--- config.mk ---
export PLATFORM = sky130hd
export DESIGN_NAME = instr_sequencer
export DESIGN_NICKNAME = d
export VERILOG_FILES = /design/src/rtl/instr_sequencer_pkg.sv /design/src/rtl/instr_sequencer_prog_mem.sv /design/src/rtl/instr_sequencer.sv
export SDC_FILE = /design/constraint.sdc
export NUM_CORES = 1
export LEC_CHECK = 0
export BUFFER_PORTS_ARGS = -buffer_cell sky130_fd_sc_hd__buf_2
export CAP_MARGIN = 20
export CORE_MARGIN = 2
export CORE_UTILIZATION = 40
export DETAILED_ROUTE_END_ITERATION = 10
export PLACE_DENSITY = 0.62
export SLEW_MARGIN = 25
export SYNTH_ARGS = -nofsm -noshare
export SYNTH_HDL_FRONTEND = slang
export SYNTH_SLANG_ARGS = --single-unit
export TNS_END_PERCENT = 1
--- constraint.sdc ---
create_clock -name clk -period 4.65 [get_ports clk]
set_input_delay 0.93 -clock clk [delete_from_list [all_inputs] [get_ports clk]]
set_output_delay 0.93 -clock clk [all_outputs]
set_load 0.005 [all_outputs]
--- src/rtl/instr_sequencer_pkg.sv ---
// Shared definitions for the instruction sequencer: state encoding, instruction
// classes and default sizing/hold constants.
package instr_sequencer_pkg;

    localparam int DEF_INSTR_WIDTH    = 20;
    localparam int DEF_PROG_ADDR_BITS = 5;
    localparam int DEF_HOLD_ALU       = 3;
    localparam int DEF_HOLD_LD        = 4;
    localparam int DEF_HOLD_ST        = 3;
    localparam int CNT_W              = 8;

    typedef enum logic [1:0] {
        ST_IDLE  = 2'b00,
        ST_FETCH = 2'b01,
        ST_HOLD  = 2'b10,
        ST_DONE  = 2'b11
    } seq_state_t;

    typedef enum logic [1:0] {
        CLS_HALT = 2'b00,
        CLS_ALU  = 2'b01,
        CLS_LD   = 2'b10,
        CLS_ST   = 2'b11
    } instr_class_t;

endpackage

--- src/rtl/instr_sequencer_prog_mem.sv ---
// Program store: synchronous write port, asynchronous read port.
// Contents are deliberately not reset so a program survives a sequencer abort.
module prog_mem
    import instr_sequencer_pkg::*;
#(
    parameter int WIDTH     = DEF_INSTR_WIDTH,
    parameter int ADDR_BITS = DEF_PROG_ADDR_BITS
) (
    input  logic                 clk,
    input  logic                 we,
    input  logic [ADDR_BITS-1:0] waddr,
    input  logic [WIDTH-1:0]     wdata,
    input  logic [ADDR_BITS-1:0] raddr,
    output logic [WIDTH-1:0]     rdata
);

    logic [WIDTH-1:0] mem [2**ADDR_BITS];

    always_ff @(posedge clk) begin
        if (we) mem[waddr] <= wdata;
    end

    assign rdata = mem[raddr];

endmodule

--- src/rtl/instr_sequencer.sv ---
// Steps through the program memory, holding each instruction on the CPU port for
// a class-dependent number of cycles with a zero-word gap between instructions.
//
// state | meaning
// IDLE  | waiting for start; program memory writable
// FETCH | read mem[pc], decode class (instruction is 0 this cycle)
// HOLD  | drive fetched word while the hold counter runs down to 0
// DONE  | one-cycle done pulse, then back to IDLE
module instr_sequencer
    import instr_sequencer_pkg::*;
#(
    parameter int INSTR_WIDTH    = DEF_INSTR_WIDTH,
    parameter int PROG_ADDR_BITS = DEF_PROG_ADDR_BITS,
    parameter int HOLD_ALU       = DEF_HOLD_ALU,
    parameter int HOLD_LD        = DEF_HOLD_LD,
    parameter int HOLD_ST        = DEF_HOLD_ST
) (
    input  logic                      clk,
    input  logic                      rst,
    input  logic                      start,
    input  logic                      prog_we,
    input  logic [PROG_ADDR_BITS-1:0] prog_addr,
    input  logic [INSTR_WIDTH-1:0]    prog_data,
    output logic [INSTR_WIDTH-1:0]    instruction,
    output logic [PROG_ADDR_BITS-1:0] pc,
    output logic                      issue,
    output logic                      busy,
    output logic                      done
);

    seq_state_t             state;
    logic [CNT_W-1:0]       cnt;
    logic [INSTR_WIDTH-1:0] rd_word;
    instr_class_t           rd_class;
    logic                   mem_we;

    // Reset outranks a pending write so an aborting host cannot corrupt the program.
    assign mem_we   = prog_we && !busy && !rst;
    assign rd_class = instr_class_t'(rd_word[INSTR_WIDTH-1:INSTR_WIDTH-2]);

    prog_mem #(
        .WIDTH     (INSTR_WIDTH),
        .ADDR_BITS (PROG_ADDR_BITS)
    ) u_prog_mem (
        .clk   (clk),
        .we    (mem_we),
        .waddr (prog_addr),
        .wdata (prog_data),
        .raddr (pc),
        .rdata (rd_word)
    );

    always_ff @(posedge clk) begin
        if (rst) begin
            state       <= ST_IDLE;
            pc          <= '0;
            cnt         <= '0;
            instruction <= '0;
            issue       <= 1'b0;
            busy        <= 1'b0;
            done        <= 1'b0;
        end else begin
            issue <= 1'b0;
            done  <= 1'b0;
            case (state)
                ST_IDLE: begin
                    if (start) begin
                        state <= ST_FETCH;
                        pc    <= '0;
                        busy  <= 1'b1;
                    end
                end
                ST_FETCH: begin
                    if (rd_class == CLS_HALT) begin
                        state       <= ST_DONE;
                        instruction <= '0;
                        done        <= 1'b1;
                    end else begin
                        state       <= ST_HOLD;
                        instruction <= rd_word;
                        issue       <= 1'b1;
                        case (rd_class)
                            CLS_ALU: cnt <= CNT_W'(HOLD_ALU - 1);
                            CLS_LD:  cnt <= CNT_W'(HOLD_LD - 1);
                            default: cnt <= CNT_W'(HOLD_ST - 1);
                        endcase
                    end
                end
                ST_HOLD: begin
                    if (cnt == '0) begin
                        instruction <= '0;
                        if (pc == '1) begin
                            state <= ST_DONE;
                            done  <= 1'b1;
                        end else begin
                            pc    <= pc + 1'b1;
                            state <= ST_FETCH;
                        end
                    end else begin
                        cnt <= cnt - 1'b1;
                    end
                end
                default: begin
                    state <= ST_IDLE;
                    busy  <= 1'b0;
                end
            endcase
        end
    end

endmodule

==> key figures, run 1 <==
Synthesis
  • Synthesized flop and latch total: 683
  • Synthesized instance count: 1201
  • Post-synthesis sequential area ratio: 76.3%
  • Synthesized cell area: 26300 µm²
  • Yosys cell types: 51
  • Synth cell count leaders: 640 x edfxtp_1, 180 x mux4_2, 68 x nor2_1
  • Area share of fa/ha/maj cells after synthesis: 0.333%
  • Post-synth top area cell: edfxtp_1
  • Synth Area in Simple Gates: 2.29%
  • Most frequent cell after synthesis: edfxtp_1
  • Area contributors post-synth: edfxtp_1 73%, mux4_2 15%, dfxtp_1 3.3%
  • Synth Area in XOR/XNOR: 0%
  • Mux share of post-synthesis cell area: 17.5%
  • Fraction of the mapped netlist area in compound gates: 2.23%
  • Async S/R FF share, synth: 0%
  • Syn avg cell area: 21.9 µm²
  • EDFF count, synth: 640
  • Ys flop type: edfxtp_1
  • Main combinational cell family by area after synthesis: multiplexers
  • Synthesized Nets: 1237
  • YS warnings: 0
  • Top-area cell type share of the netlist area: 73.0%

Pwr
  • Flop pwr share: 49.4%
  • Peak VDD IR: 0.257 mV
  • Cell leakage power: 9.20 nW
  • Total Power: 14.2 mW
  • Pwr per Cell Area: 472 nW/µm²
  • Pint: 10.7 mW
  • Clock power share: 38.5%
  • Switch Pwr: 3.47 mW
  • Gate power share: 12.1%
  • Switching share of power: 24.4%

Drt
  • DR DRC count: 0
  • Post-DRT Antenna Nets: 0
  • Pre-antenna DRT Iters: 6
  • Vias after detailed routing: 12829
  • Drt total wl: 65200 µm
  • Post-DR wirelength/cell: 29.2 µm
  • Starting DRT DRC Count: 1748
  • Detailed-route vias per instance: 5.74

Timing
  • Number of failing hold endpoints at the final stage: 0
  • Actual slew at the worst max-slew pin: 0.858 ns
  • Worst rel slew slack: 42.6%
  • RSZ-0062 raised after global routing: no
  • Maximum clock frequency: 298 MHz
  • Worst clock skew: 0.0254 ns
  • # setup viols final: 0
  • Final Cycle Share: 72.3%
  • Final Critical Period: 3.36 ns
  • Final setup TNS: 0 ns
  • Fin worst setup slack: 1.29 ns
  • Fin. max-slew vios: 0
  • Worst hold slack: 0.543 ns

Final layout
  • Layout fillers: 5359
  • Layout cells sized above 1: 32.5%
  • Non-Filler Instances: 2234
  • Synth-to-Final Area Change: 14.4%
  • Fin area: 30100 µm²
  • Antenna Cells: 0
  • Final #Nets: 1357
  • Core Util, Final: 46.0%

Place
  • IO buf count: 56
  • Worst slack, placed: 1.08 ns
  • GPL Wtd Cong: 0.905
  • Dpl hpwl: 41300 µm
  • Placed insts: 2113
  • Post-placement cell area: 27900 µm²

GRT
  • Pin count of the biggest net entering global routing: 64
  • Met2 GRT Util: 28.0%
  • Grt ovf: 0
  • First-pass GRT wire length: 93200 µm
  • Number of global-route vias before repair: 12732
  • Total track usage: 19.5%
  • GRT met1 Usage: 30.1%
  • Initial antenna violation count: 4
  • GR Util met3: 4.03%
  • Most used routing layer: met1

Die
  • Initial Utilization: 40.2%
  • Core box area: 65500 µm²
  • Die X: 261 µm
  • I/O pin total: 57
  • Die Y: 261 µm
  • DIE AREA: 67900 µm²
  • Row count: 94

Worst setup path
  • CP Capture Type: flip-flop
  • Worst Path Arrival: 3.83 ns
  • Kind of critical path: flip-flop to flip-flop
  • R2R cell count: 6
  • Worst R2R Setup Slack: 1.29 ns
  • Reg2reg end: instruction[12]$_SDFFE_PP0P_
  • Critical Path End: instruction[12]$_SDFFE_PP0P_
  • Worst Path Max Fanout: 63
  • Crit start category: flip-flop
  • Critical path required time: 5.12 ns

Hold path
  • Hold Crit Depth: 2
  • Worst min-delay path category: flip-flop to flip-flop

Clocking
  • Clk slew on worst S/H paths: 0.06 ns
  • CTS Root Cell: clkbuf_16
  • Inserted Clock Buffers: 70
  • Clk buf depth: 3
  • Sink Count: 683
  • Clock latency on the worst-skew pair: 0.61 ns
  • Post-CTS Setup Inserts: 0
  • CTS hold repair buffers: 0
  • CTS tree: done
  • CTS HTree Levels: 3
  • Number of gates resized after cts: 0

Status
  • Outcome: finished clean

Flow run
  • MaxCap Viol Count: 0
[logic make-up after synthesis]
group	Yosys count
DFF	683
muxes	232
AOI/OAI and AO/OA	81
and+or+nand+nor	127
buffers and inverters	71
adders and majority gates	7
[final cells by class]
cell class              count  area, µm²  area share [%]
multi-input cells         447       5950            19.8
flip-flops and latches    683      20100            66.7
repair buffers            108        746            2.48
well taps                 864       1080            3.59
inverters                  11       41.3           0.137
clock inverters            36        380            1.26
clock buffers              85       1820            6.04
[routing by layer]
layer	routed length (µm)	part of all wire, %
met1	29500	45
met2	29000	44
met3	5520	8.5
met4	1230	1.9
met5	0	0
[power by group through the flow]
stage               registers (mW)  logic, mW  clock network [mW]
floorplan                     7.03       1.18                   0
global placement              7.15       1.69                   0
detailed placement            7.15       1.71                   0
CTS                           7.02       1.72                5.56
global route                  7.03       1.84                5.79
finish                        7.03       1.72                5.47
[worst min path at each step]
stage | from | endpoint | slack (ns)
global placement | cnt[6]$_SDFFE_PP0P_ | cnt[6]$_SDFFE_PP0P_ | 0.51
CTS | instruction[19]$_SDFFE_PP0P_ | instruction[19]$_SDFFE_PP0P_ | 0.54
detailed placement | instruction[19]$_SDFFE_PP0P_ | instruction[19]$_SDFFE_PP0P_ | 0.53
floorplan | instruction[18]$_SDFFE_PP0P_ | instruction[18]$_SDFFE_PP0P_ | 0.48
global route | instruction[19]$_SDFFE_PP0P_ | instruction[19]$_SDFFE_PP0P_ | 0.55
finish | instruction[19]$_SDFFE_PP0P_ | instruction[19]$_SDFFE_PP0P_ | 0.54
[worst max-delay path, stage by stage, from the launching register on]
cell and delay [ns]:
dfxtp_4 0.83, buf_12 0.48, mux4_2 0.64, mux4_2 0.55, mux2_2 0.32, a22oi_1 0.18, nor2_1 0.06
[flip-flops by register name, indices dropped and copies added, names as in the netlist, named ones only]
register and count:
issue 1, u_prog_mem.mem 640, busy 1, instruction 20, pc 5, done 1
cnt 8, state 2
[placed cells by master, fill, tap and decap left out, types with 8 or more instances in the layout]
cell type  instances
a21oi_1           19
a22oi_1           32
buf_2             56
buf_4             46
clkbuf_1          14
clkbuf_16         70
clkinv_1          13
dfxtp_1           39
edfxtp_1         640
inv_1              8
mux2_2            18
mux2i_1           34
mux4_2           180
nand2_1           13
nand2b_1          10
nand3_1            8
nor2_1            36
nor2_2            33
Note: power is estimated with default switching activity, not from simulation.
==> run 2, diff against run 1 <==
Settings changed: PLACE_DENSITY 0.62 to 0.64.
Clock period 4.65 ns to 2.8 ns, I/O delays scaled along.
==> run 2 against run 1 <==
Combinational power increased by 75%. Wire length is 0.95% higher. Core utilization increased by 1.7 points. Design area up 3.7%. Clock-buffer cell count rose by 13. Worst hold slack lost 0.25 ns. Clock skew shrank 0.0014 ns. Final cell count is 4.1% higher. Via count grew 3.7%. Critical endpoint is now instruction[8]$_SDFFE_PP0P_. Sequential cell count did not move.
==> key figures, run 2 (same netlist as run 1, synthesis figures left out) <==
Status
  • Outcome: finished clean

Drt
  • Vias after detailed routing: 13304
  • DR DRC count: 0
  • Post-DR wirelength/cell: 28.3 µm
  • Starting DRT DRC Count: 1472
  • Pre-antenna DRT Iters: 6
  • Detailed-route vias per instance: 5.72
  • Post-DRT Antenna Nets: 0
  • Drt total wl: 65800 µm

GRT
  • Total track usage: 19.8%
  • Pin count of the biggest net entering global routing: 40
  • Number of global-route vias before repair: 13416
  • Grt ovf: 0
  • First-pass GRT wire length: 94600 µm
  • Initial antenna violation count: 8

Pwr
  • Clock power share: 38.2%
  • Pint: 17.9 mW
  • Flop pwr share: 49.1%
  • Switching share of power: 24.1%
  • Pwr per Cell Area: 756 nW/µm²
  • Peak VDD IR: 0.405 mV
  • Cell leakage power: 9.75 nW
  • Gate power share: 12.8%
  • Switch Pwr: 5.69 mW

Timing
  • RSZ-0062 raised after global routing: no
  • Final Cycle Share: 93.0%
  • Final Critical Period: 2.60 ns
  • # setup viols final: 0
  • Worst rel slew slack: 56.0%
  • Worst clock skew: 0.0240 ns
  • Fin. max-slew vios: 0
  • Worst hold slack: 0.294 ns
  • Actual slew at the worst max-slew pin: 0.654 ns
  • Number of failing hold endpoints at the final stage: 0
  • Maximum clock frequency: 384 MHz
  • Final setup TNS: 0 ns

Worst setup path
  • R2R cell count: 7
  • CP Capture Type: flip-flop
  • Critical path required time: 3.25 ns
  • Reg2reg end: instruction[8]$_SDFFE_PP0P_
  • Worst R2R Setup Slack: 0.20 ns
  • Crit start category: flip-flop
  • Worst Path Arrival: 3.06 ns
  • Worst Path Max Fanout: 19
  • Kind of critical path: flip-flop to flip-flop

Place
  • IO buf count: 56
  • Dpl hpwl: 40700 µm
  • GPL Wtd Cong: 0.826

Final layout
  • Regs by FF count: u_prog_mem.mem: 640 flops, instruction: 20 flops, cnt: 8 flops
  • Most frequent cells in the layout: 640 x edfxtp_1, 180 x mux4_2, 85 x buf_4
  • Most common cell after layout, fill and taps aside: edfxtp_1
  • Synth-to-Final Area Change: 18.7%
  • Layout cells sized above 1: 36.6%
  • Max FFs per register: 640
  • Final #Nets: 1436
  • Most flops, register: u_prog_mem.mem

Hold path
  • Worst min-delay path category: input pin to flip-flop
  • Hold path start: start
  • WHS Endpoint: busy$_SDFFE_PP0P_
  • Hold Crit Depth: 3

Die
  • Core box area: 65500 µm²
  • Row count: 94
  • DIE AREA: 67900 µm²
  • Die Y: 261 µm
  • I/O pin total: 57
  • Initial Utilization: 40.2%
  • Die X: 261 µm

Clocking
  • Sink Count: 683
  • Clk buf depth: 3
  • CTS tree: done
  • Clk slew on worst S/H paths: 0.06 ns
  • Post-CTS Setup Inserts: 0
  • CTS HTree Levels: 3
  • Clock latency on the worst-skew pair: 0.61 ns
  • Inserted Clock Buffers: 70
  • CTS hold repair buffers: 0
  • CTS Root Cell: clkbuf_16

Flow run
  • MaxCap Viol Count: 0
run 2: timing repair:
item / 4_1_cts / 5_1_grt
endpoints found under the hold margin: 0 / 0
setup endpoints to repair: 0 / 3
resized for setup: 0 / 1
run 2: layout make-up:
class | count | area (µm²)
timing repair buffer | 187 | 1830
fill | 5279 | 34300
antenna | 3 | 7.51
multi-input combinational | 447 | 5950
inverter | 11 | 41.3
tap | 864 | 1080
sequential | 683 | 20100
clock buffer | 98 | 1970
clock inverter | 32 | 256
run 2: power by group through the flow:
| stage | Sequential, mW | Combinational [mW] | Clock (mW) |
|---|---|---|---|
| CTS | 11.6 | 3.03 | 9.19 |
| floorplan | 11.7 | 1.95 | 0 |
| global placement | 11.8 | 2.97 | 0 |
| detailed placement | 11.8 | 3.01 | 0 |
| finish | 11.6 | 3.01 | 9.02 |
| global route | 11.6 | 3.27 | 9.60 |
run 2: how the worst max path moves through the flow:
| stage | cells after the start | slack [ns] | to |
|---|---|---|---|
| 3_3_place_gp | 7 | 0.23 | instruction[8]$_SDFFE_PP0P_ |
| 5_1_grt | 10 | 0.009 | cnt[7]$_SDFFE_PP0P_ |
| 3_5_place_dp | 6 | 0.20 | instruction[3]$_SDFFE_PP0P_ |
| 4_1_cts | 6 | 0.19 | instruction[3]$_SDFFE_PP0P_ |
| 6_report | 7 | 0.20 | instruction[8]$_SDFFE_PP0P_ |
| 2_1_floorplan | 9 | 0.33 | instruction[13]$_SDFFE_PP0P_ |
run 2: worst max-delay path: stages, from the launching register on:
cell     delay [ns]
dfxtp_4        0.50
buf_12         0.24
buf_12         0.19
mux4_2         0.51
mux4_2         0.52
mux2_2         0.28
a22oi_1        0.15
nor2_1         0.05
run 2: through the flow:
stage	utilization [%]	std cells	area (µm²)	power, mW	setup WS (ns)
floorplan	-	1201	26300	13.6	0.335
global placement	44.3	2192	29000	14.8	0.226
detailed placement	44.3	2192	29000	14.8	0.202
CTS	47.7	2322	31200	23.8	0.188
global route	47.7	2322	31200	24.5	0.00857
finish	47.7	2325	31200	23.6	0.196
run 2: routing by layer:
| layer | track usage (%) | part of all wire (%) | up-vias |
|---|---|---|---|
| met5 | 0 | 0.061 | - |
| met4 | 5.59 | 2.4 | 8 |
| met3 | 5.81 | 9.1 | 111 |
| met2 | 31.0 | 48 | 620 |
| met1 | 27.1 | 41 | 7114 |
| li1 | - | - | 5451 |
==> run 3, diff against run 2 <==
Settings changed: PLACE_DENSITY 0.64 to 0.62.
Clock period 2.8 ns to 3.25 ns, I/O delays scaled along.
==> run 3 against run 2 <==
Fmax is 11% lower. Clock skew is 0.0072 ns higher. Largest power group unchanged. Via count is 3.3% lower. Worst hold slack better by 0.088 ns. Final cell count is 1.7% lower. Sequential power is 14% lower. Highest routed layer is now met4. Wire length is 4.9% lower. Core utilization is 0.69 points lower. Sequential share of layout area is 0.94 points higher.
==> key figures, run 3 (same netlist as run 1, synthesis figures left out) <==
Flow run
  • MaxCap Viol Count: 0

GRT
  • Total track usage: 18.7%
  • Initial antenna violation count: 3
  • Pin count of the biggest net entering global routing: 74
  • First-pass GRT wire length: 90100 µm
  • Grt ovf: 0
  • Number of global-route vias before repair: 12882

Die
  • Initial Utilization: 40.2%
  • Die Y: 261 µm
  • Core box area: 65500 µm²
  • DIE AREA: 67900 µm²
  • I/O pin total: 57
  • Row count: 94
  • Die X: 261 µm

Clocking
  • Number of gates resized after cts: 0
  • CTS hold repair buffers: 0
  • Clock latency on the worst-skew pair: 0.62 ns
  • Clk buf depth: 3
  • Post-CTS Setup Inserts: 0
  • CTS tree: done
  • CTS Root Cell: clkbuf_16
  • Inserted Clock Buffers: 71
  • Sink Count: 683
  • CTS HTree Levels: 3
  • Clk slew on worst S/H paths: 0.06 ns

Hold path
  • Hold path start: start
  • Worst min-delay path category: input pin to flip-flop

Pwr
  • Pwr per Cell Area: 670 nW/µm²
  • Pint: 15.7 mW
  • Flop pwr share: 48.3%
  • Switching share of power: 23.7%
  • Cell leakage power: 9.54 nW
  • Switch Pwr: 4.89 mW
  • Gate power share: 11.8%
  • Peak VDD IR: 0.396 mV
  • Total Power: 20.6 mW
  • Clock power share: 39.9%

Timing
  • Actual slew at the worst max-slew pin: 1.13 ns
  • Number of failing hold endpoints at the final stage: 0
  • Worst rel slew slack: 24.4%
  • Maximum clock frequency: 340 MHz
  • Fin. max-slew vios: 0
  • Final setup TNS: 0 ns
  • Final Cycle Share: 90.4%
  • Final Critical Period: 2.94 ns
  • Worst clock skew: 0.0312 ns
  • RSZ-0062 raised after global routing: no
  • # setup viols final: 0

Drt
  • Met3 wire length: 4160 µm
  • Starting DRT DRC Count: 1290
  • Detailed-route vias per instance: 5.63
  • Pre-antenna DRT Iters: 5
  • Drt total wl: 62600 µm
  • Post-DR wirelength/cell: 27.4 µm
  • Post-DRT Antenna Nets: 0
  • Vias after detailed routing: 12871
  • Met2 WL post-DR: 30400 µm
  • Met1 WL: 26900 µm
  • DR DRC count: 0
  • Top sig layer: met4

Final layout
  • Layout cells sized above 1: 34.8%
  • Most frequent cells in the layout: 640 x edfxtp_1, 180 x mux4_2, 73 x buf_4
  • Most common cell after layout, fill and taps aside: edfxtp_1
  • Most flops, register: u_prog_mem.mem
  • Final #Nets: 1399
  • Regs by FF count: u_prog_mem.mem: 640 flops, instruction: 20 flops, cnt: 8 flops
  • Max FFs per register: 640
  • Layout fillers: 5332
  • Synth-to-Final Area Change: 17.0%

Worst setup path
  • Kind of critical path: flip-flop to flip-flop
  • Critical path required time: 3.79 ns
  • Worst Path Arrival: 3.48 ns
  • CP Capture Type: flip-flop
  • Crit start category: flip-flop
  • Worst Path Max Fanout: 36

Place
  • IO buf count: 56
  • Dpl hpwl: 36500 µm
  • GPL Wtd Cong: 0.775

Status
  • Outcome: finished clean
==> run 3: metrics by stage <==
step / setup slack (ns) / hold WS [ns] / cells / util (%) / area [µm²]
after floorplan: 0.708 / 0.483 / 1201 / - / 26300
after global placement: 0.378 / 0.483 / 2154 / 43.3 / 28400
after detailed placement: 0.373 / 0.494 / 2154 / 43.3 / 28400
after CTS: 0.361 / 0.347 / 2282 / 47.0 / 30800
after global routing: 0.233 / 0.364 / 2283 / 47.0 / 30800
final: 0.311 / 0.382 / 2286 / 47.0 / 30800
==> run 3: layout make-up <==
type                    instances  area, µm²  area share, %
clock inverters                41        478           1.55
well taps                     864       1080           3.51
repair buffers                149       1230           3.99
multi-input cells             447       5950           19.3
flip-flops and latches        683      20100           65.3
diodes                          4       10.0         0.0325
clock buffers                  87       1900           6.17
inverters                      11       41.3          0.134
==> run 3: critical path, stage by stage (launching register included) <==
cell      delay, ns
dfxtp_4        0.37
buf_12         0.25
mux2i_1        0.15
a22o_1         0.24
a21oi_1        0.19
a211oi_2       0.15
a211oi_4       0.96
buf_4          0.33
a22oi_1        0.08
nor2_1         0.11
==> run 3: power groups by stage <==
stage               Combinational, mW  Sequential [mW]  Clock [mW]
floorplan                        1.68             10.1           0
global placement                 2.41             10.1           0
detailed placement               2.46             10.1           0
CTS                              2.47             9.95        8.39
global route                     2.65             9.97        8.72
finish                           2.43             9.96        8.23
==> run 3: final timing paths <==
check	slack, ns	end	cells past startpoint
hold reg to reg	0.51	instruction[18]$_SDFFE_PP0P_	2
setup / recovery	0.31	instruction[13]$_SDFFE_PP0P_	9
hold / removal	0.38	busy$_SDFFE_PP0P_	3
setup reg to reg	0.31	instruction[13]$_SDFFE_PP0P_	9
==> run 3: routing by layer <==
metal | vias up | track usage [%]
met2 | 438 | 30.4
met3 | 85 | 3.71
met4 | 0 | 4.11
met5 | - | 0
li1 | 5380 | -
met1 | 6968 | 26.3
